`src/rtl/note_lane_scheduler.sv`:
```
// Falling-note pool for the guitar lanes: spawns, per-frame movement,
// strike scoring and exit detection, with registered outputs for the renderer.
module note_lane_scheduler #(
  parameter int LANES    = 4,
  parameter int SLOTS    = 4,
  parameter int Y_W      = 10,
  parameter int NOTE_H   = 50,
  parameter int SCREEN_H = 480,
  parameter int SPEED    = 1,
  parameter int HIT_TOP  = 350,
  parameter int HIT_BOT  = 370
) (
  input  logic                       clk,
  input  logic                       reset,
  input  logic                       start,
  input  logic                       song_done,
  input  logic                       frame_tick,
  input  logic                       note_valid,
  input  logic [LANES-1:0]           note_mask,
  output logic                       note_ready,
  input  logic [LANES-1:0]           press,
  output logic [LANES*SLOTS-1:0]     slot_valid,
  output logic [LANES*SLOTS*Y_W-1:0] slot_y,
  output logic [LANES-1:0]           hit,
  output logic [LANES-1:0]           miss,
  output logic                       overflow,
  output logic [15:0]                score,
  output logic [1:0]                 state_o
);

  localparam int N = LANES * SLOTS;

  typedef enum logic [1:0] {
    IDLE  = 2'd0,
    RUN   = 2'd1,
    DRAIN = 2'd2,
    DONE  = 2'd3
  } state_t;

  state_t           state, state_n;
  logic [N-1:0]     vld, vld_n;
  logic [Y_W-1:0]   ypos [N];
  logic [Y_W-1:0]   ypos_n [N];
  logic [N-1:0]     struck;
  logic [LANES-1:0] hit_n, miss_n;
  logic             ovf_n;
  logic [15:0]      score_n;
  logic             active, spawn;

  assign active     = (state == RUN) || (state == DRAIN);
  assign note_ready = (state == RUN) & ~frame_tick;
  assign spawn      = note_valid & note_ready;

  always_comb begin
    logic           found;
    int             bi;
    logic [Y_W-1:0] by;
    logic [Y_W:0]   ny;
    logic [16:0]    sum;
    state_n = state;
    vld_n   = vld;
    for (int k = 0; k < N; k++) ypos_n[k] = ypos[k];
    struck  = '0;
    hit_n   = '0;
    miss_n  = '0;
    ovf_n   = 1'b0;
    score_n = score;
    found   = 1'b0;
    bi      = 0;
    by      = '0;
    ny      = '0;

    unique case (state)
      IDLE, DONE: if (start) begin
        state_n = RUN;
        score_n = '0;
      end
      RUN:   if (song_done) state_n = DRAIN;
      DRAIN: if (~|vld) state_n = DONE;
      default: ;
    endcase

    // strikes look at pre-move positions; deepest candidate wins
    for (int l = 0; l < LANES; l++) begin
      found = 1'b0;
      bi    = 0;
      by    = '0;
      if (active && press[l]) begin
        for (int s = 0; s < SLOTS; s++) begin
          if (vld[l*SLOTS+s] &&
              (32'(ypos[l*SLOTS+s]) + NOTE_H > HIT_TOP) &&
              (32'(ypos[l*SLOTS+s]) < HIT_BOT) &&
              (!found || ypos[l*SLOTS+s] > by)) begin
            found = 1'b1;
            bi    = s;
            by    = ypos[l*SLOTS+s];
          end
        end
        if (found) begin
          struck[l*SLOTS+bi] = 1'b1;
          vld_n[l*SLOTS+bi]  = 1'b0;
          ypos_n[l*SLOTS+bi] = '0;
          hit_n[l]           = 1'b1;
        end else begin
          miss_n[l] = 1'b1;
        end
      end
    end

    if (active && frame_tick) begin
      for (int k = 0; k < N; k++) begin
        if (vld[k] && !struck[k]) begin
          ny = {1'b0, ypos[k]} + (Y_W+1)'(SPEED);
          if (ny >= (Y_W+1)'(SCREEN_H)) begin
            vld_n[k]        = 1'b0;
            ypos_n[k]       = '0;
            miss_n[k/SLOTS] = 1'b1;
          end else begin
            ypos_n[k] = ny[Y_W-1:0];
          end
        end
      end
    end

    // free slots come from the registered state, so a struck slot waits a cycle
    if (spawn) begin
      for (int l = 0; l < LANES; l++) begin
        if (note_mask[l]) begin
          found = 1'b0;
          for (int s = 0; s < SLOTS; s++) begin
            if (!found && !vld[l*SLOTS+s]) begin
              found             = 1'b1;
              vld_n[l*SLOTS+s]  = 1'b1;
              ypos_n[l*SLOTS+s] = '0;
            end
          end
          if (!found) ovf_n = 1'b1;
        end
      end
    end

    sum = {1'b0, score_n};
    for (int l = 0; l < LANES; l++) sum = sum + 17'(hit_n[l]);
    score_n = sum[16] ? 16'hFFFF : sum[15:0];
  end

  always_ff @(posedge clk or negedge reset) begin
    if (!reset) begin
      state    <= IDLE;
      vld      <= '0;
      for (int k = 0; k < N; k++) ypos[k] <= '0;
      hit      <= '0;
      miss     <= '0;
      overflow <= 1'b0;
      score    <= '0;
    end else begin
      state    <= state_n;
      vld      <= vld_n;
      for (int k = 0; k < N; k++) ypos[k] <= ypos_n[k];
      hit      <= hit_n;
      miss     <= miss_n;
      overflow <= ovf_n;
      score    <= score_n;
    end
  end

  assign slot_valid = vld;
  assign state_o    = state;

  for (genvar k = 0; k < N; k++) begin : g_y
    assign slot_y[k*Y_W +: Y_W] = ypos[k];
  end

endmodule
```
`config.mk`:
```
export PLATFORM = sky130hd
export DESIGN_NAME = note_lane_scheduler
export DESIGN_NICKNAME = d
export VERILOG_FILES = /design/src/rtl/note_lane_scheduler.sv
export SDC_FILE = /design/constraint.sdc
export NUM_CORES = 1
export LEC_CHECK = 0
export ABC_AREA = 0
export CORE_MARGIN = 2
export CORE_UTILIZATION = 60
export DETAILED_ROUTE_END_ITERATION = 8
export GPL_ROUTABILITY_DRIVEN = 0
export PLACE_DENSITY = 0.92
export SLEW_MARGIN = 5
export SYNTH_ARGS = -nofsm -noshare
export SYNTH_HDL_FRONTEND = slang
export SYNTH_SLANG_ARGS = --single-unit
```
`constraint.sdc`:
```
create_clock -name clk -period 22.2 [get_ports clk]
set_input_delay 4.44 -clock clk [delete_from_list [all_inputs] [get_ports clk]]
set_output_delay 4.44 -clock clk [all_outputs]
set_load 0.02 [all_outputs]
```
==> summary.txt <==
Timing
  – Max-slew headroom at the worst pin: 12.8%
  – Total count of hold-check failures in the final report: 0
  – Worst-Margin Slew: 1300 ps
  – Worst Clk Skew: 18.8 ps
  – Final critical-path required period: 10140 ps
  – Period utilization: 45.7%
  – Final setup violation count: 0
  – Total Negative Setup Slacks: 0 ps
  – Final slew viol count: 0
  – Max Clock Freq: 98.6 MHz
  – Unrepaired setup endpoints after global routing: no
  – Final setup margin: 12060 ps

Place
  – Number of I/O port buffers: 217
  – Estimated wirelength of the detail-placed design: 41200 um
  – Placement-stage worst setup slack: 12070 ps
  – Post-DP Area: 21200 sq um

Route
  – Number of violations reported at the end of detailed-routing iteration 0: 2202
  – Number of iterations in the first detailed-routing pass: 6
  – Vias after detailed routing: 20200
  – Total wire length after detailed routing: 57900 um
  – DRC violations left: 0
  – Wire length per cell: 19.5 um
  – ANT nets after route: 0
  – Via density per instance: 6.81

GRT
  – All-Layer GR Usage: 33.8%
  – Global-route wire length before repair: 94100 um
  – Maximum number of pins on one net before global-route repair: 78
  – Aggregate global routing overflow: 0
  – Antenna violations before repair: 1
  – Vias in the first global route: 18900

Critical path
  – Number of buffers and inverters on the critical path: 2
  – Max incr delay on CP: 630 ps
  – Worst Path Required: 17760 ps
  – Kind of cell with the highest combined delay on the critical path: buffers and inverters
  – Largest driver fanout on the critical path: 3
  – Critical path type: input port to output port
  – Crit path max-delay cell type: sky130_fd_sc_hd__clkdlybuf4s50_1
  – Startpoint type of the worst setup path: input port
  – Cell type with the highest occurrence count on the critical path: sky130_fd_sc_hd__clkdlybuf4s50_1
  – Type of element capturing the critical path: output port
  – Series of cell instances along the critical path: clkdlybuf4s50_1 -> nor2b_1 -> clkdlybuf4s50_1
  – Critical path data arrival time: 5700 ps

Clocking
  – Clk pin slew, worst setup/hold paths: 60 ps
  – Number of buffers created by CTS: 24
  – Number of sinks on the clock net: 203
  – Post-CTS Repair Setup Buffers: 0
  – Longest Clk Path Bufs: 3
  – Post-CTS Hold Buffers: 0
  – CTS tree: yes
  – Clock Root Buffer: sky130_fd_sc_hd__clkbuf_16
  – CTS H-tree depth: 1
  – Cts repair resizes: 0
  – Clock network latency to the later pin of the worst-skew pair: 530 ps

Yosys
  – Top FF cell, synth: sky130_fd_sc_hd__dfrtp_1
  – Synth cell types: 92
  – Main area contributors after synthesis: sky130_fd_sc_hd__dfrtp_1 27%, sky130_fd_sc_hd__ha_1 12%, sky130_fd_sc_hd__a21oi_1 5.6%
  – Leading post-synthesis cells by instance count: 235 x sky130_fd_sc_hd__nand2_1, 213 x sky130_fd_sc_hd__a21oi_1, 203 x sky130_fd_sc_hd__dfrtp_1
  – Combined area of all synthesized cells: 19100 sq um
  – Leading cell type by number of instances after synthesis: sky130_fd_sc_hd__nand2_1
  – Cell type with the largest total area after synthesis: sky130_fd_sc_hd__dfrtp_1
  – Area share of the leading cell type in the synthesized netlist: 26.6%
  – Number of flops mapped to enable cells by yosys: 0
  – #FFs+latches synth: 203
  – Count of synthesis-stage warnings from yosys: 0
  – Fraction of synthesis flops using an asynchronous set or reset pin: 100%
  – Mapped Avg Cell Area: 7.82 sq um
  – Sequential cell area fraction in the yosys report: 26.6%
  – Count of mapped cells out of synthesis: 2442

Die
  – Core Footprint: 31500 sq um
  – Area enclosed by the die boundary: 33300 sq um
  – Total number of placement rows: 65
  – Initial standard-cell utilization of the core: 60.7%
  – DIE HEIGHT: 182 um
  – I/O pins: 218
  – Die width: 182 um

Layout
  – Total non-filler cell area in the finished layout: 22100 sq um
  – Count of nets after finishing: 2754
  – Fraction of layout cells with a size suffix above 1: 4.71%
  – Area growth from synthesis to final layout: 15.5%

Hold path
  – Path type of the worst min-delay path: flop to flop

Pwr
  – Cell area power density: 70.8 nW/um^2
  – Total chip power: 0.00156 W
  – Leakage power: 9.09 nW
  – Max IR drop VDD: 0.0000801 V

Run
  – Max-cap violations: 0

Run status
  – Result of the run: finished clean
[registers in the layout, indices dropped and copies added (netlist names)]
name        flops
overflow        1
miss            4
score          16
slot_valid     16
slot_y        160
state_o         2
hit             4
[cells in the final DEF, fill, tap and decap left out, types with 13 or more instances in the layout]
| cell type | synthesis | final |
|---|---|---|
| sky130_fd_sc_hd__clkdlybuf4s50_1 | 0 | 216 |
| sky130_fd_sc_hd__nand3b_1 | 16 | 16 |
| sky130_fd_sc_hd__nor4_1 | 21 | 21 |
| sky130_fd_sc_hd__and2_1 | 29 | 29 |
| sky130_fd_sc_hd__a22oi_1 | 42 | 42 |
| sky130_fd_sc_hd__nor2b_1 | 40 | 39 |
| sky130_fd_sc_hd__dfrtp_1 | 203 | 203 |
| sky130_fd_sc_hd__nand2_1 | 235 | 235 |
| sky130_fd_sc_hd__inv_1 | 98 | 98 |
| sky130_fd_sc_hd__a31oi_1 | 34 | 34 |
| sky130_fd_sc_hd__xnor2_1 | 21 | 21 |
| sky130_fd_sc_hd__or3_1 | 56 | 56 |
| sky130_fd_sc_hd__a21oi_1 | 213 | 213 |
| sky130_fd_sc_hd__xor2_1 | 28 | 28 |
| sky130_fd_sc_hd__a211oi_1 | 25 | 25 |
| sky130_fd_sc_hd__nand2b_1 | 42 | 42 |
| sky130_fd_sc_hd__and3_1 | 55 | 55 |
| sky130_fd_sc_hd__nand3_1 | 91 | 91 |
| sky130_fd_sc_hd__nor2_1 | 202 | 202 |
| sky130_fd_sc_hd__ha_1 | 187 | 187 |
| sky130_fd_sc_hd__clkbuf_16 | 0 | 25 |
| sky130_fd_sc_hd__nor3_1 | 75 | 75 |
| sky130_fd_sc_hd__o21ai_0 | 163 | 163 |
| sky130_fd_sc_hd__a211o_1 | 16 | 16 |
| sky130_fd_sc_hd__or4_1 | 13 | 13 |
| sky130_fd_sc_hd__o211ai_1 | 13 | 13 |
| sky130_fd_sc_hd__or2_2 | 13 | 13 |
| sky130_fd_sc_hd__a21o_1 | 24 | 24 |
| sky130_fd_sc_hd__nand4_1 | 61 | 61 |
| sky130_fd_sc_hd__nor3b_1 | 19 | 19 |
| sky130_fd_sc_hd__mux2_2 | 36 | 36 |
[per-stage QoR]
stage	cells	util, %	hold slack, ps
floorplan	2453	-	634
global placement	2926	67.4	553
detailed placement	2926	67.4	574
CTS	2970	70.1	585
global route	2971	70.1	600
finish	2971	70.1	579
[worst min-delay path: cells and delay by family (launching register included)]
kind                   cells  cell delay, ps
multiplexers               1              60
buffers and inverters      1              80
flip-flops                 1             400
[routing by layer]
metal	vias to the layer above	track usage (%)	routed length (um)
li1	9227	-	-
met1	9593	43.7	23000
met2	1225	56.2	27300
met3	187	6.09	5640
met4	0	13.3	1940
met5	-	0	0
[cell type report]
| cell class | count | area, sq um |
|---|---|---|
| Antenna cell | 1 | 2.50 |
| Clock buffer | 35 | 703 |
| Clock inverter | 9 | 151 |
| Fill cell | 2431 | 9410 |
| Inverter | 98 | 368 |
| Multi-Input combinational cell | 2000 | 13000 |
| Sequential cell | 203 | 5080 |
| Tap cell | 402 | 503 |
| Timing Repair Buffer | 223 | 2220 |
[final timing paths]
| check | from | to | slack, ps | cells after the start |
|---|---|---|---|---|
| min | state_o[1]$_DFFE_PN0P_ | state_o[1]$_DFFE_PN0P_ | 580 | 2 |
| min in group asynchronous | reset | slot_y[91]$_DFF_PN0_ | 3850 | 1 |
| max | frame_tick | note_ready | 12060 | 3 |
| max in group asynchronous | reset | slot_y[59]$_DFF_PN0_ | 16970 | 2 |
| max reg2reg | slot_y[2]$_DFF_PN0_ | slot_y[7]$_DFF_PN0_ | 13150 | 30 |
| min reg2reg | state_o[1]$_DFFE_PN0P_ | state_o[1]$_DFFE_PN0P_ | 580 | 2 |
[power by group]
part	internal, W	switching [W]	total, W
registers	0.000418	0.000147	0.000565
clock network	0.000266	0.000167	0.000433
logic	0.000222	0.000342	0.000564
[logic make-up (layout without fill, tap and decap cells)]
group,Yosys count,in the layout,share of synthesized area [%]
AOI/OAI and AO/OA,694,694,23.3
xor gates and xnor gates,49,49,2.25
adders and majority gates,190,190,12.6
buffers and inverters,250,365,5.41
DFF,203,203,26.6
muxes,45,45,2.59
other,1,13,0.0196
and+or+nand+nor,1010,1010,27.2
Note: power is estimated with default switching activity, not from simulation.
